### src/rtl/option_pkg.sv
// Option<T> encoding shared by option-carrying blocks.
// The tag sits in the MSB: 0 = Some, 1 = None. An Option<T> is $bits(T)+1 bits wide.
package option_pkg;

  localparam logic TAG_SOME = 1'b0;
  localparam logic TAG_NONE = 1'b1;

  // Widest Option this helper can build.
  localparam int unsigned OPT_MAX_W = 64;
  localparam int unsigned OPT_IDX_W = $clog2(OPT_MAX_W);

  // Width of Option<T> for a payload of payload_w bits.
  function automatic int unsigned option_width(input int unsigned payload_w);
    return payload_w + 1;
  endfunction

  // None with an all-zero payload; callers truncate to option_width(payload_w).
  function automatic logic [OPT_MAX_W-1:0] option_none(input int unsigned payload_w);
    logic [OPT_MAX_W-1:0] r;
    r = '0;
    r[OPT_IDX_W'(payload_w)] = TAG_NONE;
    return r;
  endfunction

endpackage

### src/rtl/option_rr_arbiter_if.sv
// Bus between N Option producers, the arbiter, and one sink.
//   req_i    : packed Option<int<W>> per requester, slot k at [k*(W+1) +: W+1]
//   ack_o    : one-hot combinational grant back to the requesters
//   ready_i  : sink accepts output__ this edge
//   output__ : registered Option<(uint<IDW>, int<W>)>
interface option_rr_arbiter_if #(
  parameter int unsigned N   = 4,
  parameter int unsigned W   = 16,
  parameter int unsigned IDW = (N > 1) ? $clog2(N) : 1
);
  logic [N*(W+1)-1:0] req_i;
  logic [N-1:0]       ack_o;
  logic               ready_i;
  logic [IDW+W:0]     output__;

  // Environment side: producers and sink.
  modport master (output req_i, output ready_i, input ack_o, input output__);
  // Arbiter side.
  modport slave  (input req_i, input ready_i, output ack_o, output output__);
endinterface

### src/rtl/option_rr_arbiter_pick.sv
// Combinational round-robin picker: first valid bit at or after ptr_i, wrapping.
//   valid_i  : request vector
//   ptr_i    : index with highest priority
//   found_o  : any valid bit set
//   idx_o    : chosen index
//   onehot_o : chosen index as one-hot (all zero when nothing found)
module rr_priority_pick #(
  parameter int unsigned N   = 4,
  parameter int unsigned IDW = (N > 1) ? $clog2(N) : 1
) (
  input  logic [N-1:0]   valid_i,
  input  logic [IDW-1:0] ptr_i,
  output logic           found_o,
  output logic [IDW-1:0] idx_o,
  output logic [N-1:0]   onehot_o
);

  localparam int unsigned N2 = 2 * N;

  logic [N2-1:0] dbl_c;
  logic [N2-1:0] mask_c;
  logic [N2-1:0] masked_c;
  int unsigned   pos_c;

  // Lower copy masked below ptr, upper copy intact: the lowest set bit of the
  // doubled vector is the first requester in rotated order.
  always_comb begin
    dbl_c  = {valid_i, valid_i};
    mask_c = '0;
    for (int j = 0; j < int'(N2); j++) begin
      mask_c[j] = (32'(j) >= 32'(ptr_i));
    end
    masked_c = dbl_c & mask_c;

    pos_c = 0;
    for (int j = int'(N2) - 1; j >= 0; j--) begin
      if (masked_c[j]) pos_c = 32'(j);
    end

    found_o = |masked_c;
    idx_o   = (pos_c >= N) ? IDW'(pos_c - N) : IDW'(pos_c);

    onehot_o = '0;
    for (int k = 0; k < int'(N); k++) begin
      onehot_o[k] = found_o && (idx_o == IDW'(k));
    end
  end

endmodule

### src/rtl/option_rr_arbiter.sv
// Round-robin arbiter: N Option<int<W>> producers share one sink through a
// 1-entry registered output stage holding Option<(id, value)>.
//   clk_i : clock, rising edge
//   rst_i : synchronous active-high reset
//   bus   : req_i / ack_o / ready_i / output__ (see option_rr_arbiter_if)
module option_rr_arbiter
  import option_pkg::*;
#(
  parameter int unsigned N = 4,
  parameter int unsigned W = 16
) (
  input logic                clk_i,
  input logic                rst_i,
  option_rr_arbiter_if.slave bus
);

  localparam int unsigned IDW   = (N > 1) ? $clog2(N) : 1;
  localparam int unsigned SLOTW = option_width(W);
  localparam int unsigned OUTW  = option_width(IDW + W);
  localparam logic [OUTW-1:0] OUT_NONE = OUTW'(option_none(OUTW - 1));

  logic [N-1:0]   valid_c;
  logic [W-1:0]   value_c [N];
  logic [W-1:0]   sel_value_c;
  logic           found_c;
  logic [IDW-1:0] idx_c;
  logic [N-1:0]   onehot_c;
  logic           load_c;
  logic           grant_c;

  logic [OUTW-1:0] out_d, out_q;
  logic [IDW-1:0]  ptr_d, ptr_q;

  // Unpack each slot; a request is Some when its tag bit is clear.
  for (genvar k = 0; k < int'(N); k++) begin : g_unpack
    assign valid_c[k] = (bus.req_i[k*SLOTW + W] == TAG_SOME);
    assign value_c[k] = bus.req_i[k*SLOTW +: W];
  end

  rr_priority_pick #(
    .N   (N),
    .IDW (IDW)
  ) u_pick (
    .valid_i  (valid_c),
    .ptr_i    (ptr_q),
    .found_o  (found_c),
    .idx_o    (idx_c),
    .onehot_o (onehot_c)
  );

  // Payload mux for the chosen slot.
  always_comb begin
    sel_value_c = '0;
    for (int k = 0; k < int'(N); k++) begin
      if (idx_c == IDW'(k)) sel_value_c = value_c[k];
    end
  end

  // Output slot can take a new value when empty or being drained this edge.
  assign load_c  = (out_q[OUTW-1] == TAG_NONE) || bus.ready_i;
  assign grant_c = load_c && found_c && !rst_i;

  assign bus.ack_o    = grant_c ? onehot_c : '0;
  assign bus.output__ = out_q;

  // Next output and pointer.
  always_comb begin
    out_d = out_q;
    ptr_d = ptr_q;
    if (load_c) begin
      if (found_c) begin
        out_d = {TAG_SOME, idx_c, sel_value_c};
        ptr_d = (idx_c == IDW'(N - 1)) ? '0 : IDW'(idx_c + 1'b1);
      end else begin
        out_d = OUT_NONE;
      end
    end
  end

  // Output stage and round-robin pointer.
  always_ff @(posedge clk_i) begin
    if (rst_i) begin
      out_q <= OUT_NONE;
      ptr_q <= '0;
    end else begin
      out_q <= out_d;
      ptr_q <= ptr_d;
    end
  end

endmodule

### src/flat_wrapper.sv
// flat-port wrapper written by rule: the top's interface ports become plain ports
module option_rr_arbiter_flat import option_pkg::*;
#(
  parameter int unsigned N = 4,
  parameter int unsigned W = 16
)
  (clk_i, rst_i, bus_req_i, bus_ready_i, bus_ack_o, bus_output__);
  option_rr_arbiter_if #(.N(N), .W(W)) bus_i ();
  input logic clk_i;
  input logic rst_i;
  input wire logic [$bits(bus_i.req_i)-1:0] bus_req_i;
  input wire logic [$bits(bus_i.ready_i)-1:0] bus_ready_i;
  output wire logic [$bits(bus_i.ack_o)-1:0] bus_ack_o;
  output wire logic [$bits(bus_i.output__)-1:0] bus_output__;
  assign bus_i.req_i = bus_req_i;
  assign bus_i.ready_i = bus_ready_i;
  assign bus_ack_o = bus_i.ack_o;
  assign bus_output__ = bus_i.output__;
  option_rr_arbiter #(.N(N), .W(W)) u_core (.clk_i(clk_i), .rst_i(rst_i), .bus(bus_i));
endmodule
### config.mk
export PLATFORM = sky130hd
export DESIGN_NAME = option_rr_arbiter_flat
export DESIGN_NICKNAME = d
export VERILOG_FILES = /design/src/rtl/option_pkg.sv /design/src/rtl/option_rr_arbiter_if.sv /design/src/rtl/option_rr_arbiter_pick.sv /design/src/rtl/option_rr_arbiter.sv /design/src/flat_wrapper.sv
export SDC_FILE = /design/constraint.sdc
export NUM_CORES = 1
export LEC_CHECK = 0
export ABC_AREA = 1
export BUFFER_PORTS_ARGS = -buffer_cell sky130_fd_sc_hd__buf_4
export CAP_MARGIN = 15
export CORE_MARGIN = 5
export CORE_UTILIZATION = 48
export DETAILED_ROUTE_END_ITERATION = 6
export GPL_ROUTABILITY_DRIVEN = 1
export PLACE_DENSITY = 0.85
export SKIP_LAST_GASP = 1
export SLEW_MARGIN = 10
export SYNTH_ARGS = -nofsm -noshare
export SYNTH_HDL_FRONTEND = slang
export SYNTH_SLANG_ARGS = --single-unit
### constraint.sdc
create_clock -name clk_i -period 3 [get_ports clk_i]
set_input_delay 0.3 -clock clk_i [delete_from_list [all_inputs] [get_ports clk_i]]
set_output_delay 0.3 -clock clk_i [all_outputs]
set_load 0.01 [all_outputs]
Word-level counts from Yosys, hierarchy flattened. Index checks and enable logic that the tools add are counted.

Register bits: 21.

Bitwise logic cells: 5. Reductions and logical operators: 11. $add $sub $neg: 2. $lt $le $gt $ge: 4. Muxes and demuxes: 16. Eq/ne operators: 3.

Operator list (number): 32-bit two-way mux (7); 16-bit two-way mux (4); 32-bit by 3-bit >= comparator with 1-bit output (second input constant) (1); 19-bit two-way mux (1); 8-bit AND (1); 8-bit OR reduction (1); 1-bit logical AND (6); 2-bit == test (second input constant) (2); 1-bit by 2-bit >= comparator with 1-bit output (first input constant) (2); 2-bit two-way mux (2); 4-bit two-way mux (1); 1-bit inverter (4); 3-bit two-way mux (1); 2-bit by 1-bit adder with 2-bit output (second input constant) (1); 2-bit by 1-bit == test with 1-bit output (second input constant) (1); 2-bit >= comparator (first input constant) (1); 2-bit zero test (1); 2-bit AND reduction (1); 2-bit by 1-bit subtractor with 2-bit output (second input constant) (1); 1-bit zero test (1); 1-bit logical OR (1).

Logic depth before layout (Yosys ltp). Gate-level depths: netlist of the first run.

Depth in word-level cells: 18. Gate-level depth with buffers: 16. Gate-level depth less buffers: 14.

Cells and area by module. From an unflattened synthesis of the first run, not the netlist that was laid out.

Cells, all modules: 292. Area, all modules: 1722.9 sq um.

By module, submodules not included: option_rr_arbiter (times used 1, area each 1601.5 sq um, sequential area each 420.4 sq um, cells an instance 265); rr_priority_pick (times used 1, area each 121.4 sq um, sequential area each 0.0 sq um, cells an instance 27).

Worst setup path after synthesis of the first run. Ideal clock, no wire load.

Path type: in2out. Start: in bus_req_i[33]. End: out bus_ack_o[2]. Required time: 2.700 ns. Cell stages on the path: 9. Data arrival time: 1.416 ns. Slack: 1.284 ns. Path buffers: 2. Path through: nand2_2 > o211ai_1 > nand2_1 > inv_1 > ha_1 > buf_6 > clkinv_2 > buf_6 > nor2_1.

Word-level cells in the longest chain between the ends: 13. Elaborated cells on any way between the ends: 17.

RTL lines: start: declaration (line flat_wrapper.sv:11) `input wire logic [$bits(bus_i.req_i)-1:0] bus_req_i;`; 1-bit inverter * (line option_rr_arbiter.sv:36) `assign valid_c[k] = (bus.req_i[k*SLOTW + W] == TAG_SOME);`; 8-bit AND * (line option_rr_arbiter_pick.sv:33) `masked_c = dbl_c & mask_c;`; 32-bit two-way mux (6 in a row) (line option_rr_arbiter_pick.sv:37) `if (masked_c[j]) pos_c = 32'(j);`; 32-bit by 3-bit >= comparator with 1-bit output or 2-bit by 1-bit subtractor with 2-bit output (tied branches) (line option_rr_arbiter_pick.sv:41) `idx_o = (pos_c >= N) ? IDW'(pos_c - N) : IDW'(pos_c);`; 2-bit two-way mux (line option_rr_arbiter_pick.sv:41); 2-bit == test (line option_rr_arbiter_pick.sv:45) `onehot_o[k] = found_o && (idx_o == IDW'(k));`; 1-bit logical AND (line option_rr_arbiter_pick.sv:45); 4-bit two-way mux * (line option_rr_arbiter.sv:63) `assign bus.ack_o = grant_c ? onehot_c : '0;`; end: declaration (line flat_wrapper.sv:13) `output wire logic [$bits(bus_i.ack_o)-1:0] bus_ack_o;`.

Every way passes the cells marked *; elsewhere a longest branch is shown, timed or not.

Final worst setup path of the first run.
Start: reg u_core.ptr_q[1]. End: out bus_ack_o[2].

Word-level cells in the longest chain between the ends: 10. Elaborated cells on any way between the ends: 16.

RTL lines: start: declaration (line option_rr_arbiter.sv:32) `logic [IDW-1:0] ptr_d, ptr_q;`; start signal: assignment (line option_rr_arbiter.sv:87) `ptr_q <= ptr_d;`; 2-bit >= comparator (line option_rr_arbiter_pick.sv:31) `mask_c[j] = (32'(j) >= 32'(ptr_i));`; 8-bit AND * (line option_rr_arbiter_pick.sv:33); 32-bit two-way mux (3 in a row) (line option_rr_arbiter_pick.sv:37); 32-bit by 3-bit >= comparator with 1-bit output or 2-bit by 1-bit subtractor with 2-bit output (tied branches) (line option_rr_arbiter_pick.sv:41); 2-bit two-way mux (line option_rr_arbiter_pick.sv:41); 2-bit == test (line option_rr_arbiter_pick.sv:45); 1-bit logical AND (line option_rr_arbiter_pick.sv:45); 4-bit two-way mux * (line option_rr_arbiter.sv:63).

Marks and branches as above.

==> flow_metrics.py, run 1 <==
metrics = {
    "outcome": {
        "status": "complete, no violations",
    },
    "route": {
        "wl_um": 5100,
        "drt_iter0_drc": 137,
        "num_vias": 2007,
        "dr.pass1.iters": 4,
        "postRouteAntennaNets": 0,
        "avgRoutedWirePerCell_um": 12.6,
        "drcViolationCount": 0,
        "via_per_inst": 4.94,
    },
    "yosys": {
        "yosys.area_share.simple_pct": 44.5,
        "synth_xor_area_share_pct": 0,
        "synth_fa_ha_area_share_pct": 2.90,
        "synthCells": 279,
        "yosysTopAreaCellShare_pct": 24.3,
        "yosysTopAreaCell": "dfxtp_1",
        "synthDistinctLibCells": 27,
        "syn_area_per_cell_um2": 6.19,
        "synth_commonest_cells": "nand2_1 (106), a21oi_1 (29), inv_1 (25)",
        "synth_ff_type": "dfxtp_1",
        "synth_compound_area_share_pct": 11.9,
        "synth_mux_area_share_pct": 0,
        "synth_top_family_by_area": "simple AND/OR/NAND/NOR gates",
        "async_flop_share_pct": 0,
        "seq_area_frac_synth_pct": 24.3,
        "syn_nets": 354,
        "synth_edf_count": 0,
        "synthesis.area_um2": 1730,
        "synthTopCellsByArea": "dfxtp_1 (24%), nand2_1 (23%), a21oi_1 (8.4%)",
        "ys_warn_count": 0,
        "synth_seq_cells": 21,
        "yosysMostFrequentCell": "nand2_1",
    },
    "finish": {
        "final_area_um2": 2350,
        "fin_nets": 436,
        "drive_gt1_share_pct": 32.8,
        "final_cells": 406,
        "area_delta_synth_final_pct": 36.1,
        "antenna_cells": 0,
    },
    "placement": {
        "dp.cells": 402,
        "place_congestion": 0.838,
        "place_ws_ns": 0.606,
        "placed_area_um2": 2320,
        "dp.final_hpwl_um": 3950,
        "port_buffers": 93,
    },
    "sta": {
        "fmax_ghz": 0.375,
        "period_needed_ns": 2.67,
        "rsz0062_at_grt": "false",
        "finalHoldWorstSlack_ns": 0.285,
        "fin_skew_ns": 0.00921,
        "fin_crit_sh_pct": 88.9,
        "setup_tns_ns": 0,
        "hold_viol_final": 0,
        "worst_slack_ns": 0.334,
        "maxSlewHeadroom_pct": 51.4,
        "setup_viol": 0,
        "worstMarginPinSlew_ns": 0.728,
        "final_max_slew_viol_count": 0,
    },
    "setup_path": {
        "path_max_fanout": 17,
        "worstPathRequired_ns": 2.70,
        "crit_type": "reg -> out",
        "r2r_slack_ns": 0.75,
        "timing.rr.start": "u_core.ptr_q[1]",
        "critPathArrivalTime_ns": 2.37,
        "reg2reg_to": "u_core.bus.output__[2]",
        "crit_path_end_kind": "output pin",
        "rr_worst_depth": 9,
        "startpoint_type": "register",
    },
    "floorplan": {
        "start_util_pct": 50.5,
        "die_y_um": 70.0,
        "dieArea_um2": 4900,
        "rows": 21,
        "die_w_um": 70.0,
        "io_pins": 94,
        "core_um2": 3420,
    },
    "power": {
        "power_density_nw_per_um2": 432,
        "irDropWorstVdd_v": 0.000325,
        "p_leak_nw": 1.29,
    },
    "global_routing": {
        "grt_antenna_before_repair": 0,
        "first_global_vias": 1885,
        "grt_max_degree": 36,
        "grt_pass1_wl_um": 8650,
        "gr-usage-all-layers_pct": 20.9,
        "globalRoute.totalOverflow": 0,
    },
    "min_path": {
        "hold_end": "u_core.bus.output__[9]",
        "min_path_cells": 2,
        "min_path_type": "in -> reg",
        "min-delay-start": "rst_i",
    },
    "clock_network": {
        "clock_latency_ns": 0.31,
        "post_cts_buffers": 0,
        "cts_tree": "built",
        "clk_path_buf_depth": 2,
        "clk_pin_slew_ns": 0.12,
        "cts_made_buffers": 3,
        "cts.sinks": 21,
        "cts.repair.resized": 0,
        "cts_hold_buf": 0,
        "htree_levels": 1,
        "cts_root_buf": "clkbuf_4",
    },
    "job": {
        "maxCapViolations": 0,
    },
}
-- worst max path at each step --
stage | start | end | slack (ns) | cells after the start
finish | u_core.ptr_q[1] | bus_ack_o[2] | 0.33 | 7
global route | u_core.ptr_q[1] | bus_ack_o[2] | 0.07 | 8
floorplan | bus_req_i[33] | bus_ack_o[2] | 1.28 | 9
global placement | bus_req_i[33] | bus_ack_o[2] | 0.68 | 9
detailed placement | bus_req_i[33] | bus_ack_o[2] | 0.61 | 9
CTS | u_core.ptr_q[1] | bus_ack_o[2] | 0.37 | 7
-- layer usage --
metal	up-vias	track usage (%)	share of wire [%]
li1	1038	-	-
met1	884	28.0	42
met2	83	35.3	50
met3	2	5.16	8.3
met4	0	1.91	0.27
met5	-	0	0
-- state kept, by name, summed over array words and instances (netlist names) --
name and cells:
u_core.bus.output__ 19, u_core.ptr_q 2
-- area by class of cell --
type	instances	area, um2
fill	326	1070
tap	46	57.6
clock buffer	4	26.3
timing repair buffer	94	706
multi-input combinational	213	1020
inverter	28	116
sequential	21	420
-- worst max-delay path, stage by stage, from the launching register on --
cell and delay [ns]:
dfxtp_1 0.36, nor3_1 0.24, inv_1 0.09, nand2_1 0.13, ha_1 0.55, clkinv_2 0.38
nor2_1 0.18, buf_4 0.13
-- metrics by stage --
stage          power, mW  util, %
2_1_floorplan      0.721        -
3_3_place_gp       0.874     68.0
3_5_place_dp       0.881     68.0
4_1_cts             1.02     68.8
5_1_grt             1.10     68.8
6_report            1.01     68.8
-- where the power goes --
group	internal (mW)	switching (mW)	total, mW
registers	0.324	0.0286	0.352
logic	0.237	0.287	0.524
clock network	0.0519	0.0865	0.138
total	0.613	0.402	1.01
-- cells in the final DEF, fill, tap and decap left out, types with 2 or more instances in the layout --
| master | n |
|---|---|
| a21oi_1 | 29 |
| nand2_1 | 106 |
| nor3_2 | 8 |
| o211ai_1 | 2 |
| buf_4 | 94 |
| a21oi_2 | 4 |
| clkbuf_4 | 3 |
| nand3_1 | 17 |
| ha_1 | 4 |
| inv_1 | 25 |
| nor2_1 | 24 |
| o21ai_0 | 2 |
| nor3_1 | 9 |
| nand2_2 | 3 |
| dfxtp_1 | 21 |
-- kinds of logic (layout without fill, tap and decap cells) --
| kind of cell | Yosys count | in the layout |
|---|---|---|
| fa+ha+maj | 4 | 4 |
| compound gates | 37 | 37 |
| flops | 21 | 21 |
| buf+inv | 45 | 126 |
| simple gates | 172 | 172 |
No activity file was read; power rests on OpenSTA's default activity.
==> inputs of run 2 (changes only) <==
--- a/config.mk
+++ b/config.mk
@@ -13,6 +13,7 @@
 export DETAILED_ROUTE_END_ITERATION = 6
 export GPL_ROUTABILITY_DRIVEN = 1
 export PLACE_DENSITY = 0.85
+export RECOVER_POWER = 50
 export SKIP_LAST_GASP = 1
 export SLEW_MARGIN = 10
 export SYNTH_ARGS = -nofsm -noshare
==> flow_metrics.py, run 2 (same netlist as run 1, synthesis figures left out) <==
metrics = {
    "finish": {
        "antenna_cells": 0,
        "drive_gt1_share_pct": 27.2,
        "area_delta_synth_final_pct": 31.8,
        "fin_nets": 436,
        "final_cells": 406,
        "fillCellCount": 347,
        "largest_reg_flops": 19,
        "multi_input_area_um2": 1020,
        "ff_latch_area_um2": 420,
        "final_cell_mix": "nand2_1 (106), buf_4 (75), a21oi_1 (29)",
        "final_common_cell": "nand2_1",
    },
    "min_path": {
        "min_path_type": "in -> reg",
    },
    "sta": {
        "fmax_ghz": 0.373,
        "worstMarginPinSlew_ns": 0.731,
        "fin_crit_sh_pct": 89.5,
        "rsz0062_at_grt": "false",
        "hold_viol_final": 0,
        "setup_tns_ns": 0,
        "maxSlewHeadroom_pct": 51.3,
        "final_max_slew_viol_count": 0,
        "worst_slack_ns": 0.316,
        "setup_viol": 0,
        "fin_skew_ns": 0.00934,
        "period_needed_ns": 2.68,
    },
    "clock_network": {
        "cts_made_buffers": 3,
        "htree_levels": 1,
        "cts.repair.resized": 0,
        "clock_latency_ns": 0.31,
        "cts_tree": "built",
        "clk_path_buf_depth": 2,
        "cts.sinks": 21,
        "cts_hold_buf": 0,
        "cts_root_buf": "clkbuf_4",
        "post_cts_buffers": 0,
        "clk_pin_slew_ns": 0.12,
    },
    "floorplan": {
        "dieArea_um2": 4900,
        "die_y_um": 70.0,
        "io_pins": 94,
        "core_um2": 3420,
        "die_w_um": 70.0,
        "rows": 21,
        "start_util_pct": 50.5,
    },
    "power": {
        "power_density_nw_per_um2": 431,
        "p_leak_nw": 1.21,
        "irDropWorstVdd_v": 0.000316,
    },
    "setup_path": {
        "path_max_fanout": 17,
        "worstPathRequired_ns": 2.70,
        "startpoint_type": "register",
        "crit_type": "reg -> out",
        "critPathArrivalTime_ns": 2.38,
        "crit_path_end_kind": "output pin",
    },
    "placement": {
        "port_buffers": 93,
        "dp.final_hpwl_um": 3950,
        "place_congestion": 0.838,
        "dp.cells": 402,
        "place_ws_ns": 0.606,
    },
    "route": {
        "dr.pass1.iters": 4,
        "num_vias": 2003,
        "postRouteAntennaNets": 0,
        "drcViolationCount": 0,
        "via_per_inst": 4.93,
        "wl_um": 5090,
        "avgRoutedWirePerCell_um": 12.5,
        "drt_iter0_drc": 177,
    },
    "global_routing": {
        "grt_pass1_wl_um": 8650,
        "grt_max_degree": 36,
        "globalRoute.totalOverflow": 0,
        "grt_antenna_before_repair": 0,
        "first_global_vias": 1885,
        "gr-usage-all-layers_pct": 20.9,
    },
    "outcome": {
        "status": "complete, no violations",
    },
    "job": {
        "maxCapViolations": 0,
    },
}
## run 2: cell count changes in the layout (fill, tap and decap cells not counted)
| cell | delta |
|---|---|
| nor2_2 | -1 |
| buf_4 | -19 |
| nor2_1 | +1 |
| clkbuf_1 | +19 |
## run 2: stage by stage
| step | utilization (%) | cell area [um2] | power [mW] | hold WS [ns] |
|---|---|---|---|---|
| 4_1_cts | 68.8 | 2350 | 1.02 | 0.283 |
| 6_report | 66.6 | 2280 | 0.982 | 0.286 |
| 3_3_place_gp | 68.0 | 2320 | 0.874 | 0.456 |
| 3_5_place_dp | 68.0 | 2320 | 0.881 | 0.457 |
| 5_1_grt | 66.6 | 2280 | 1.07 | 0.297 |
| 2_1_floorplan | - | 1730 | 0.721 | 0.487 |
## run 2: layout make-up
type	count	share of cell area [%]
flip-flops and latches	21	18.5
well taps	46	2.53
clock buffers	4	1.15
multi-input cells	213	44.9
inverters	28	5.11
repair buffers	94	27.9
## run 2: worst paths after layout
check / from / to / slack (ns) / cells after the start
min reg2reg: u_core.bus.output__[16] / u_core.bus.output__[16] / 0.47 / 2
max reg2reg: u_core.ptr_q[1] / u_core.bus.output__[2] / 0.72 / 9
min: rst_i / u_core.bus.output__[9] / 0.29 / 2
max: u_core.ptr_q[1] / bus_ack_o[2] / 0.32 / 7
## run 2: per-layer routing
layer  part of all wire (%)  vias to the layer above  global-route usage (%)  routed length (um)
li1                       -                     1038                       -                   -
met1                     42                      883                    28.0                2130
met2                     50                       80                    35.3                2520
met3                    8.4                        2                    5.16                 427
met4                   0.27                        0                    1.91                  14
met5                      0                        -                       0                   0
## run 2: where the power goes
group / internal (mW) / total, mW / leakage, nW / switching (mW)
sequential: 0.324 / 0.351 / 0.174 / 0.0271
combinational: 0.206 / 0.493 / 1.03 / 0.287
clock: 0.0519 / 0.138 / 0.0150 / 0.0861
## run 2: worst max-delay path, cell delays in order (launching register included)
cell	delay (ns)
dfxtp_1	0.36
nor3_1	0.24
inv_1	0.09
nand2_1	0.13
ha_1	0.56
clkinv_2	0.38
nor2_1	0.18
buf_4	0.13
